File: config.mk
export PLATFORM = sky130hd
export DESIGN_NAME = gemm_fixed_weights_each_cycle
export DESIGN_NICKNAME = d
export VERILOG_FILES = /design/src/rtl/gemm_fixed_weights_each_cycle.sv
export SDC_FILE = /design/constraint.sdc
export NUM_CORES = 1
export LEC_CHECK = 0
export CORE_AREA = 8 8 55 57
export DETAILED_ROUTE_END_ITERATION = 7
export DIE_AREA = 0 0 63 65
export MAX_ROUTING_LAYER = met4
export PLACE_DENSITY = 0.75
export SLEW_MARGIN = 20
export SYNTH_ARGS = -nofsm -noshare
export SYNTH_HDL_FRONTEND = slang
export SYNTH_SLANG_ARGS = --single-unit
File: constraint.sdc
create_clock -name clk -period 1.3 [get_ports clk]
set_clock_uncertainty 0.15 [all_clocks]
set_input_delay 0.26 -clock clk [delete_from_list [all_inputs] [get_ports clk]]
set_output_delay 0.26 -clock clk [all_outputs]
set_load 0.02 [all_outputs]
File: src/rtl/gemm_fixed_weights_each_cycle.sv
// Weight-stationary SA_SIZE x SA_SIZE systolic GEMM engine.
// Input register -> per-row skew -> PE grid (u_SA) -> per-column deskew -> output register.
// Each accepted activation vector X yields sum_j X[j]*W[j][i] (mod 2^W) exactly 2N cycles later.

// PE grid that holds the stationary weights and forms the column partial sums.
module GemmSystolicArray #(
  parameter int SA_SIZE = 4,
  parameter int WEIGHT_ACTIVATION_SIZE = 8,
  parameter logic [WEIGHT_ACTIVATION_SIZE-1:0] WEIGHTS [SA_SIZE][SA_SIZE] = '{default: '0}
) (
  input  logic                              clk,
  input  logic                              resetn,
  input  logic [WEIGHT_ACTIVATION_SIZE-1:0] act_i  [SA_SIZE],
  output logic [WEIGHT_ACTIVATION_SIZE-1:0] psum_o [SA_SIZE]
);

  localparam int N = SA_SIZE;
  localparam int W = WEIGHT_ACTIVATION_SIZE;

  logic [W-1:0] weights_reg [N][N];
  logic [W-1:0] act_q       [N][N];
  logic [W-1:0] psum_q      [N][N];
  logic [W-1:0] actIn       [N][N];
  logic [W-1:0] psumUp      [N][N];
  logic [W-1:0] psum_d      [N][N];

  // Wire each PE to its left neighbour (activation) and upper neighbour (partial sum).
  for (genvar j = 0; j < N; j++) begin : gRow
    for (genvar i = 0; i < N; i++) begin : gCol
      if (i == 0) begin : gActEdge
        assign actIn[j][i] = act_i[j];
      end else begin : gActChain
        assign actIn[j][i] = act_q[j][i-1];
      end
      if (j == 0) begin : gSumEdge
        assign psumUp[j][i] = '0;
      end else begin : gSumChain
        assign psumUp[j][i] = psum_q[j-1][i];
      end
      assign psum_d[j][i] = psumUp[j][i] + actIn[j][i] * weights_reg[j][i];
    end
  end

  for (genvar i = 0; i < N; i++) begin : gBottom
    assign psum_o[i] = psum_q[N-1][i];
  end

  // Weights are (re)loaded only while reset is held and otherwise stay constant.
  always_ff @(posedge clk) begin
    if (resetn) begin
      for (int j = 0; j < N; j++) begin
        for (int i = 0; i < N; i++) begin
          weights_reg[j][i] <= WEIGHTS[j][i];
        end
      end
    end
  end

  // Activations shift right and partial sums shift down by one PE per cycle.
  always_ff @(posedge clk) begin
    if (resetn) begin
      for (int j = 0; j < N; j++) begin
        for (int i = 0; i < N; i++) begin
          act_q[j][i]  <= '0;
          psum_q[j][i] <= '0;
        end
      end
    end else begin
      for (int j = 0; j < N; j++) begin
        for (int i = 0; i < N; i++) begin
          act_q[j][i]  <= actIn[j][i];
          psum_q[j][i] <= psum_d[j][i];
        end
      end
    end
  end

endmodule

module gemm_fixed_weights_each_cycle #(
  parameter int SA_SIZE = 4,
  parameter int WEIGHT_ACTIVATION_SIZE = 8,
  parameter logic [WEIGHT_ACTIVATION_SIZE-1:0] WEIGHTS [SA_SIZE][SA_SIZE] = '{default: '0}
) (
  input  logic                              clk,
  input  logic                              resetn,
  input  logic [WEIGHT_ACTIVATION_SIZE-1:0] activation_inputs  [SA_SIZE],
  output logic [WEIGHT_ACTIVATION_SIZE-1:0] activation_outputs [SA_SIZE],
  output logic                              output_valid
);

  localparam int N  = SA_SIZE;
  localparam int W  = WEIGHT_ACTIVATION_SIZE;
  localparam int CW = $clog2(2 * N + 1);
  localparam logic [CW-1:0] VALID_AT = CW'(2 * N);

  logic [W-1:0]  inReg_q   [N];
  logic [W-1:0]  skewOut   [N];
  logic [W-1:0]  colOut    [N];
  logic [W-1:0]  deskewOut [N];
  logic [W-1:0]  outReg_q  [N];
  logic [CW-1:0] count_q;
  logic [CW-1:0] count_d;
  logic          valid_q;
  logic          valid_d;

  // Capture the incoming activation vector every non-reset cycle.
  always_ff @(posedge clk) begin
    if (resetn) begin
      for (int j = 0; j < N; j++) inReg_q[j] <= '0;
    end else begin
      for (int j = 0; j < N; j++) inReg_q[j] <= activation_inputs[j];
    end
  end

  // Row j is delayed j cycles so its activation meets the partial sum coming from above.
  for (genvar j = 0; j < N; j++) begin : gSkew
    if (j == 0) begin : gDirect
      assign skewOut[j] = inReg_q[j];
    end else begin : gDelay
      logic [W-1:0] stage_q [j];
      // Shift register of depth j for this row.
      always_ff @(posedge clk) begin
        if (resetn) begin
          for (int s = 0; s < j; s++) stage_q[s] <= '0;
        end else begin
          stage_q[0] <= inReg_q[j];
          for (int s = 1; s < j; s++) stage_q[s] <= stage_q[s-1];
        end
      end
      assign skewOut[j] = stage_q[j-1];
    end
  end

  GemmSystolicArray #(
    .SA_SIZE               (N),
    .WEIGHT_ACTIVATION_SIZE(W),
    .WEIGHTS               (WEIGHTS)
  ) u_SA (
    .clk   (clk),
    .resetn(resetn),
    .act_i (skewOut),
    .psum_o(colOut)
  );

  // Column i finishes i cycles after column 0, so it needs N-1-i extra cycles to line up.
  for (genvar i = 0; i < N; i++) begin : gDeskew
    localparam int D = N - 1 - i;
    if (D == 0) begin : gDirect
      assign deskewOut[i] = colOut[i];
    end else begin : gDelay
      logic [W-1:0] stage_q [D];
      // Shift register of depth N-1-i for this column.
      always_ff @(posedge clk) begin
        if (resetn) begin
          for (int s = 0; s < D; s++) stage_q[s] <= '0;
        end else begin
          stage_q[0] <= colOut[i];
          for (int s = 1; s < D; s++) stage_q[s] <= stage_q[s-1];
        end
      end
      assign deskewOut[i] = stage_q[D-1];
    end
  end

  // Register the aligned result vector.
  always_ff @(posedge clk) begin
    if (resetn) begin
      for (int i = 0; i < N; i++) outReg_q[i] <= '0;
    end else begin
      for (int i = 0; i < N; i++) outReg_q[i] <= deskewOut[i];
    end
  end

  // Count accepted vectors up to 2N; valid latches when the first result reaches the output.
  always_comb begin
    count_d = count_q;
    valid_d = valid_q;
    if (count_q != VALID_AT) count_d = count_q + CW'(1);
    if (count_q == VALID_AT) valid_d = 1'b1;
  end

  // Valid tracking state, cleared by reset.
  always_ff @(posedge clk) begin
    if (resetn) begin
      count_q <= '0;
      valid_q <= 1'b0;
    end else begin
      count_q <= count_d;
      valid_q <= valid_d;
    end
  end

  assign activation_outputs = outReg_q;
  assign output_valid       = valid_q;

endmodule

* After elaboration in Yosys (flattened, before gate mapping) *
Memories as Yosys holds them, arrays and structs flattened. A register that Yosys moved wholly into a read port is not among the register bits.
Index checks and enable logic that the tools add are counted.

word-level totals
  register bits = 13
  RAM bits = 384
  bits of input ports = 34
  memories kept = 9
  memory bits (read-only) = 0
  bits in latches = 0
  output and inout bits = 33

operators by class
  divide/modulo/power cells = 0
  mux-type cells = 53
  shift-type cells = 0
  $add $sub $neg = 13
  reductions and logical operators = 2
  equality and inequality tests = 2
  bitwise gates (word level) = 46
  multiply operators = 16
  order comparisons = 0

memories
  name                       words  bits a word  rd ports  clocked after memory_dff  write ports  line  RTL
  u_SA.act_q                 4      32           4         0                         4            21    logic [W-1:0] act_q [N][N];
  u_SA.psum_q                4      32           4         0                         4            22    logic [W-1:0] psum_q [N][N];
  inReg_q                    4      8            4         0                         4            97    logic [W-1:0] inReg_q [N];
  gDeskew[0].gDelay.stage_q  3      8            3         1                         3            152   logic [W-1:0] stage_q [D];
  gSkew[3].gDelay.stage_q    3      8            3         0                         3            121   logic [W-1:0] stage_q [j];
  gDeskew[1].gDelay.stage_q  2      8            2         1                         2            152
  3 more memories            -      -            -         -                         -            -

operators with widths
  operator               number
  $mux W8                48
  $mul A8 B8 Y8 const B  16
  $add A8 B8 Y8          12
  $or A1 B1 Y1           46
  $reduce_or A8 Y1       2
  $mux W1                5
  $add A4 B1 Y4 const B  1
  $eq A4 B4 Y1 const B   1
  $ne A4 B4 Y1 const B   1

* Depth between registers and ports, before layout *
An unclocked memory read counts as a cell.

  word-level depth = 4
  depth in mapped cells = 5
  depth with buffers taken out = 5

* Hierarchy *
A second synthesis with hierarchy kept.

unflattened totals
  cell total of the unflattened synthesis = 394
  area, all modules = 4,752.1 sq um

modules (own cells, without submodules)
  module                         times used  area each (sq um)  cells each
  gemm_fixed_weights_each_cycle  1           4,508.1            361
  GemmSystolicArray              1           244.0              33

* Worst setup path before layout *
No wires, ideal clock.

  path type = register -> register
  start point = register count_q[0]
  end point = register count_q[1]
  setup time = 114 ps
  arrival time = 944 ps
  data required time = 1,036 ps
  clock period less this slack = 1,209 ps
  path buffers = 0
  slack = 91 ps
  cell stages (with the launch flop) = 6
  cell sequence = dfxtp_1 inv_1 ha_1 nand3b_4 mux2i_1 nor2_1

on the way
  longest elaborated chain between the ends = 1

RTL lines
  what                                                  line  RTL
  start: declaration                                    102   logic [CW-1:0] count_q;
  start signal: assignment                              189   count_q <= count_d;
  $add A4 B1 Y4 / $ne A4 B4 Y1 (equally long branches)  179   if (count_q != VALID_AT) count_d = count_q + CW'(1);

Several ways; a longest one is shown, not always the timed one.
A chain may end at the register's enable or synchronous reset.

* Final worst setup path *
  start point = register count_q[1]
  end point = register count_q[1]

The elaborated chain is that of the path after synthesis.

==> impl_results.md <==
- 1st-iter DRT viols: 0
- Root buf cell: clkbuf_4
- Synth-to-Final Area Change: -8.22%
- Peak Freq: roughly 0.84 GHz
- Syn Std Cell Area: 472 um^2
- CTS H-tree lvls: 1
- Non-Filler Instances: 90
- Worst-path clk slew: about 0.040 ns
- WL final: ~670 um
- Setup TNS: 0 ns
- Count of warnings emitted by yosys: 0
- Status: completed
- Fin crit share: about 92%
- Nets: between 90 and 100
- First-pass GRT wire length: around 1200 um
- R2R cell count: 5
- Leakage power: 0.243 nW
- Max cap viols: 0
- VDD IR max: between 0.5 and 0.6 mV
- Worst skew pair latency: approximately 0.25 ns
- Number of buffers added on ports: 2
- Cell area after layout: roughly 430 um^2
- CP Max Fanout: 4
- RSZ-0062 raised after global routing: false
- Initial Utilization: between 20% and 30%
- Reg2reg setup slack: 0.11 ns
- Die area: about 4100 um^2
- Worst path required time: 1.28 ns
- Antenna violations before repair: 0
- IO Count: 67
- Mapped Cells: 56
- PwrDens: roughly 1100 nW/um^2
- Syn_area_per_cell: 8.42 um^2
- Largest net degree at the start of global routing: 6
- Data arrival time of the critical path: 1.17 ns
- Vias: between 200 and 300
- Unique masters post-synth: 15
- Most common cell after layout, fill and taps aside: conb_1
- Dpl cell area: between 400 and 500 um^2
- Placed Cells: 86
- Die width: roughly 63 um
- Slew Limit Fails: 0
- Worst reg2reg endpoint: count_q[1]
- Placeable Area: roughly 2100 um^2
- DR WL/cell: 7.42 um
- CTS sink cnt: 5
- Pre-CTS WS: -0.0209 ns
- Total GRT Usage: 3.58%
- Post-route DRC: 0
- Hold crit path type: reg2reg
- Critical path class: reg2reg
- Post-CTS Hold Buffers: 0
- Final number of setup-violating endpoints: 0
- DIE HEIGHT: 65 um
- Crit end category: register
- Commonest non-fill, non-tap cells in the layout: conb_1 (32), dfxtp_1 (4), inv_1 (3), nor2_1 (3), clkbuf_4 (3)
- Clock buffer count from CTS: 3
- Routed Antenna Nets: 0
- Setup ws final: approximately 0.11 ns
- Row count: 17
- Hold Path Sink: output_valid
- Startpoint types: register
- GPL Wtd Cong: ~0.57
- Vias per cell: 2.84
- CTS tree: done
- 1st-pass router iterations: 1
- Final hold violation count: 0
- ANT cells: 0
- Post-DP HPWL: just over 600 um
- Seq/Total Area, Yosys: between 20% and 30%
- Gr ovfl total: 0
- Vias in the first global route: 282
- FF+latch count, synth: 5
- Fraction of layout cells with a size suffix above 1: 11.3%
- Worst Hold Launch: output_valid
- RR Startpoint: count_q[1]
- Final period demand of the worst path: approximately 1.2 ns
- Worst-case clock buffer depth: 2
- Worst Hold Depth: 2
- Tot Pwr: ~470 uW
worst max-delay path, cell delays in order (launching register included):
cell	delay [ns]
dfxtp_2	0.34
inv_1	0.05
ha_1	0.21
nand3b_4	0.10
mux2i_1	0.18
nor2_1	0.05
repair_timing:
action | CTS | global route
gates resized for setup | 2 | 2
endpoints found under the setup margin | 1 | 2
setup buffers | 0 | 0
gates cloned | 0 | 0
worst max path at each step:
stage | start | end | slack, ns | cells past startpoint
after floorplan | count_q[0] | count_q[1] | 0.09 | 5
after global placement | output_valid | output_valid | -0.02 | 1
after detailed placement | output_valid | output_valid | -0.02 | 1
after CTS | output_valid | output_valid | 0.007 | 1
after global routing | count_q[1] | count_q[1] | 0.02 | 5
final | count_q[1] | count_q[1] | 0.11 | 5
area by class of cell:
class / instances / area (um^2)
repair buffers: 3 / 22.5
multi-input cells: 47 / 236
well taps: 28 / 35.0
flip-flops and latches: 5 / 101
inverters: 3 / 11.3
fillers: 252 / 1720
clock buffers: 4 / 26.3
per-layer routing:
layer  global-route usage [%]  wire length (um)
met1                     2.82               239
met2                     5.12               292
met3                     4.47               136
met4                    0.855                 0
met5                        -                 0
cells in the mapped netlist (all sizes together):
cell | instances | share of area [%]
buf | 32 | 51
dfxtp | 5 | 21
inv | 3 | 2.4
nor2 | 3 | 2.4
a21oi | 2 | 2.1
ha | 2 | 5.3
nand3b | 2 | 5.8
conb | 1 | 0.79
mux2i | 1 | 2.1
nand2 | 1 | 0.79
nand2b | 1 | 1.3
nand3 | 1 | 1.1
xnor2 | 1 | 1.9
xor2 | 1 | 1.9
state kept, by name (all words and copies together) (netlist names):
| signal | cells |
|---|---|
| count_q | 4 |
| output_valid | 1 |
per-stage QoR:
stage / util [%] / hold WS [ns]
after floorplan: - / 0.179
after global placement: 19.1 / 0.290
after detailed placement: 19.1 / 0.294
after CTS: 20.3 / 0.303
after global routing: 20.2 / 0.311
final: 20.2 / 0.301
cell families after synthesis:
kind of cell / after synthesis / synth area share (%)
buf+inv: 35 / 53.3
other cells: 1 / 0.795
flops: 5 / 21.2
fa+ha+maj: 2 / 5.30
compound gates: 2 / 2.12
simple gates: 8 / 11.4
xor+xnor: 2 / 3.71
mux: 1 / 2.12
report_power, final:
part | switching (mW) | total, mW | internal [mW] | leakage (nW)
Sequential | 0.00718 | 0.171 | 0.164 | 0.0412
Clock | 0.0652 | 0.181 | 0.116 | 0.0150
Combinational | 0.102 | 0.123 | 0.0209 | 0.187
Total | 0.174 | 0.475 | 0.301 | 0.243
No activity file was read; power rests on OpenSTA's default activity.
